===== src/rtl/tick_period_meter.sv =====
// Measures period and high time of a slow async tick in clock cycles.
// Optional input filter enabled by defining TICK_DEGLITCH_EN.
module tick_period_meter #(
  parameter int COUNTER_WIDTH   = 32,
  parameter int TIMEOUT_CYCLES  = 1_000_000,
  parameter int DEGLITCH_CYCLES = 3
) (
  input  logic                     clock,
  input  logic                     reset_n,
  input  logic                     tick_in,
  output logic [COUNTER_WIDTH-1:0] period,
  output logic [COUNTER_WIDTH-1:0] high_time,
  output logic                     period_valid,
  output logic                     locked,
  output logic                     timeout
);

  localparam logic [COUNTER_WIDTH-1:0] TMO =
    COUNTER_WIDTH'(TIMEOUT_CYCLES);
  localparam logic [COUNTER_WIDTH-1:0] ONE =
    COUNTER_WIDTH'(1);

  typedef enum logic [1:0] {
    SEEK    = 2'd0,
    MEASURE = 2'd1,
    LOCKED  = 2'd2
  } state_t;

  state_t state;
  state_t state_nx;

  logic s1;
  logic s2;
  logic s3;
  logic lvl;
  logic rise;
  logic fall;
  logic at_tmo;
  logic [COUNTER_WIDTH-1:0] counter;

  // Two-flop synchronizer into the clock domain
  always_ff @(posedge clock) begin
    if (!reset_n) begin
      s1 <= 1'b0;
      s2 <= 1'b0;
    end else begin
      s1 <= tick_in;
      s2 <= s1;
    end
  end

`ifdef TICK_DEGLITCH_EN
  localparam int DW = $clog2(DEGLITCH_CYCLES + 1);
  localparam logic [DW-1:0] DLAST =
    DW'(DEGLITCH_CYCLES - 1);

  logic          filt;
  logic [DW-1:0] dg_cnt;

  // Accept a new level only after a run of differing samples
  always_ff @(posedge clock) begin
    if (!reset_n) begin
      filt   <= 1'b0;
      dg_cnt <= '0;
    end else if (s2 == filt) begin
      dg_cnt <= '0;
    end else if (dg_cnt == DLAST) begin
      filt   <= s2;
      dg_cnt <= '0;
    end else begin
      dg_cnt <= dg_cnt + 1'b1;
    end
  end

  assign lvl = filt;
`else
  assign lvl = s2;
`endif

  // Delayed copy of the level for edge detection
  always_ff @(posedge clock) begin
    if (!reset_n) s3 <= 1'b0;
    else          s3 <= lvl;
  end

  assign rise   = lvl & ~s3;
  assign fall   = ~lvl & s3;
  assign at_tmo = (counter == TMO);

  // State register
  always_ff @(posedge clock) begin
    if (!reset_n) state <= SEEK;
    else          state <= state_nx;
  end

  // Next-state decode
  always_comb begin
    state_nx = state;
    unique case (state)
      SEEK:    if (rise) state_nx = MEASURE;
      MEASURE,
      LOCKED: begin
        if (rise)        state_nx = LOCKED;
        else if (at_tmo) state_nx = SEEK;
      end
      default: state_nx = SEEK;
    endcase
  end

  // Counter and registered measurement outputs
  always_ff @(posedge clock) begin
    if (!reset_n) begin
      counter      <= '0;
      period       <= '0;
      high_time    <= '0;
      period_valid <= 1'b0;
      locked       <= 1'b0;
      timeout      <= 1'b0;
    end else begin
      period_valid <= 1'b0;
      if (rise)
        counter <= ONE;
      else if (state != SEEK && !at_tmo)
        counter <= counter + ONE;
      if (state != SEEK) begin
        if (fall)
          high_time <= counter;
        if (rise) begin
          period       <= counter;
          period_valid <= 1'b1;
          locked       <= 1'b1;
          timeout      <= 1'b0;
        end else if (at_tmo) begin
          timeout <= 1'b1;
          locked  <= 1'b0;
        end
      end
    end
  end

endmodule


===== config.mk =====
export PLATFORM = sky130hd
export DESIGN_NAME = tick_period_meter
export DESIGN_NICKNAME = d
export VERILOG_FILES = /design/src/rtl/tick_period_meter.sv
export SDC_FILE = /design/constraint.sdc
export NUM_CORES = 1
export LEC_CHECK = 0
export ABC_AREA = 1
export CAP_MARGIN = 5
export CORE_UTILIZATION = 30
export CTS_CLUSTER_DIAMETER = 150
export DETAILED_ROUTE_END_ITERATION = 12
export SETUP_SLACK_MARGIN = 0.5
export SYNTH_ARGS = -nofsm -noshare
export SYNTH_HDL_FRONTEND = slang
export SYNTH_SLANG_ARGS = --single-unit

===== constraint.sdc =====
create_clock -name clock -period 1.6 [get_ports clock]
set_input_delay 0.32 -clock clock [delete_from_list [all_inputs] [get_ports clock]]
set_output_delay 0.32 -clock clock [all_outputs]
set_load 0.01 [all_outputs]

==> run metrics <==
sequential area share after synthesis=0.437; Routability Congestion=0.872; DRC=0; Clk network pwr share=0.417; asr flop ratio synth=0; Mapped Avg Cell Area=7.10 µm²; Post-Route WL=16800 µm; Pwr Density=675 mW/mm²; nets=between 800 and 900; WP buf/inv=3; placed inst area=just over 0.006 mm²; internal power=4.03 mW; VDD IR-drop max=0.000441 V; CTS Hold Buffers Added=0; Min-Delay Path Class=in2reg; Setup crit end kind=flop; die width=128 µm; Seq cells post-synth=104; synth warn=0; Post-DP HPWL=10000 µm; gr ovfl total=0; fin area=0.00788 mm²; CTS Buffer Depth=2; GR peak layer=met2; Critical Path Stages=11; R2R depth=11; met2 GRT Util=0.327; fill count=~1400; pin count of the biggest net entering global routing=38; clock buffer count from CTS=9; Leakage=3.08 nW; Max-slew headroom=0.721; vias in the first global route=4704; setup TNS=-11.1 ps; antenna cell count=0; port bufs=69; Post-synth EDFFs=0; Sw Ratio=0.243; Final setup viols=2; Final Cycle Share=1.01; IO Count=70; Worst Skew=9.52 ps; Crit Path Category=reg2reg; Comb power frac=0.089; Syn Inst Count=roughly 670; Final Power=5.32 mW; Max Cap Violations=0; initial antenna violation count=0; Worst-path clk slew=70 ps; Rows=45; Netlist Area Pre-Place=~0.0048 mm²; sw power=1.29 mW; Core ar.=0.0154 mm²; crit-path max cell delay=between 300 and 400 ps; via count=just over 5000; die area=0.0164 mm²; routing usage on met3=0.0363; Starting Density=0.310; unrepaired setup endpoints after global routing=true; worst slew pin tran=419 ps; outcome=finished, violations left; layout cells sized above 1=0.550; Final Hold Viols=0; fin crit period=1610 ps; top_reg_cell synth=dfxtp_1; delay-heaviest family, CP=simple AND/OR/NAND/NOR gates; failing checks=setup timing; Root Driver=clkbuf_16; TritonRoute pass-1 iters=4; CTS tree=built; Via-to-Cell Ratio=4.81; M1 GR Usage=0.253; hold path cells=3; maximum clock frequency=621 MHz; Die Ht=128 µm; P&R area growth vs syn=65.5%; DR WL/cell=16.0 µm; CP Max Fanout=7; slowest CP cell=dfxtp_2; Reg power frac=0.494; WP data arrival=1890 ps; clk_lat worst skew=roughly 350 ps; Detailed Route Iter0 Violations=roughly 420; clock sinks=between 100 and 150; CP Data Required Time=approximately 1900 ps; H-Tree Depth=3; gr usage total=0.196; first-pass GRT wire length=24800 µm; Synth cell types=27; CP Launch Type=flop; cells along the critical path=inv_2, ha_4, inv_2, nor3_2, nand2_1, nor2_2, nand2_4, nand2_8, clkbuf_16, nand2_4, a21oi_2; Routed Antenna Nets=0; Synthesized Nets=between 600 and 700; Slew Limit Fails=0; worst setup margin=-9.59 ps
state kept, by name, indices dropped and copies added, names as in the netlist:
name          cells
period_valid      1
timeout           1
locked            1
counter          32
state             2
s3                1
high_time        32
lvl               1
s1                1
period           32
routing by layer:
metal  wire length [µm]  vias to the layer above
met5                  0                        -
met4                497                        0
met3                697                       32
met2               8230                      136
met1               7360                     2382
li1                   -                     2481
layout make-up:
class	instances	area [µm²]	area share
timing repair inverter	2	60.1	0.00762
inverter	61	256	0.0325
timing repair buffer	176	1870	0.238
multi-input combinational	477	2950	0.374
clock buffer	12	236	0.0300
tap	211	264	0.0335
clock inverter	4	55.1	0.00698
sequential	104	2190	0.277
worst reg2reg max path: stages (launching register included):
cell	delay, ps
dfxtp_2	350
inv_2	80
ha_4	150
inv_2	40
nor3_2	130
nand2_1	90
nor2_2	130
nand2_4	90
nand2_8	130
clkbuf_16	210
nand2_4	60
a21oi_2	100
kinds of logic after synthesis:
family                     after synthesis  synth area share
adders and majority gates                4            0.0105
DFF                                    104             0.437
AOI/OAI and AO/OA                      129             0.151
and+or+nand+nor                        329             0.292
buffers and inverters                   90            0.0814
xor gates and xnor gates                15            0.0276
Yosys cell counts (all sizes together) (2+ instances only):
| master | instances | area, µm² |
|---|---|---|
| dfxtp | 104 | 2080 |
| clkinv | 2 | 7.51 |
| inv | 59 | 221 |
| nor3 | 3 | 20.0 |
| xor2 | 15 | 131 |
| ha | 4 | 50.1 |
| nand2 | 178 | 693 |
| a21oi | 62 | 385 |
| nand4 | 5 | 31.3 |
| nor2 | 84 | 340 |
| nand3 | 57 | 290 |
| buf | 10 | 87.6 |
| o21ai | 67 | 335 |
| clkbuf | 19 | 71.3 |
worst paths after layout:
kind / start / end / slack, ps
worst max-delay path: counter[1] / counter[26] / -10
worst min-delay path: reset_n / counter[0] / 370
worst max register to register: counter[1] / counter[26] / -10
worst min register to register: s1 / lvl / 420
layout by cell type, fill, tap and decap left out, drive strengths merged:
cell type / instances
nand2: 178
buf: 170
dfxtp: 104
nor2: 84
o21ai: 67
a21oi: 62
inv: 58
nand3: 57
clkbuf: 17
xor2: 15
clkinv: 7
nand4: 5
ha: 4
nor3: 3
nand3b: 1
nor3b: 1
clkinvlp: 1
bufinv: 1
clkdlybuf4s50: 1
power groups by stage:
stage | combinational, mW | clock, mW | sequential [mW]
2_1_floorplan | 0.204 | 0 | 2.69
3_3_place_gp | 0.274 | 0 | 2.68
3_5_place_dp | 0.275 | 0 | 2.68
4_1_cts | 0.352 | 2.24 | 2.63
5_1_grt | 0.501 | 2.36 | 2.63
6_report | 0.472 | 2.22 | 2.63
repair_timing:
item,4_1_cts,5_1_grt
setup buffers,14,12
gates resized for setup,476,192
setup endpoints to repair,167,168
cloned,8,6
pin swaps,5,29
metrics by stage:
| stage | setup slack (ps) | util | std cells | hold WS [ps] |
|---|---|---|---|---|
| CTS | 36.7 | 0.457 | 1029 | 363 |
| detailed placement | -95.7 | 0.402 | 991 | 411 |
| global route | -81.9 | 0.513 | 1047 | 381 |
| floorplan | 69.2 | - | 671 | 390 |
| finish | -9.59 | 0.513 | 1047 | 366 |
| global placement | -136 | 0.402 | 991 | 409 |
Note: power is estimated with default switching activity, not from simulation.
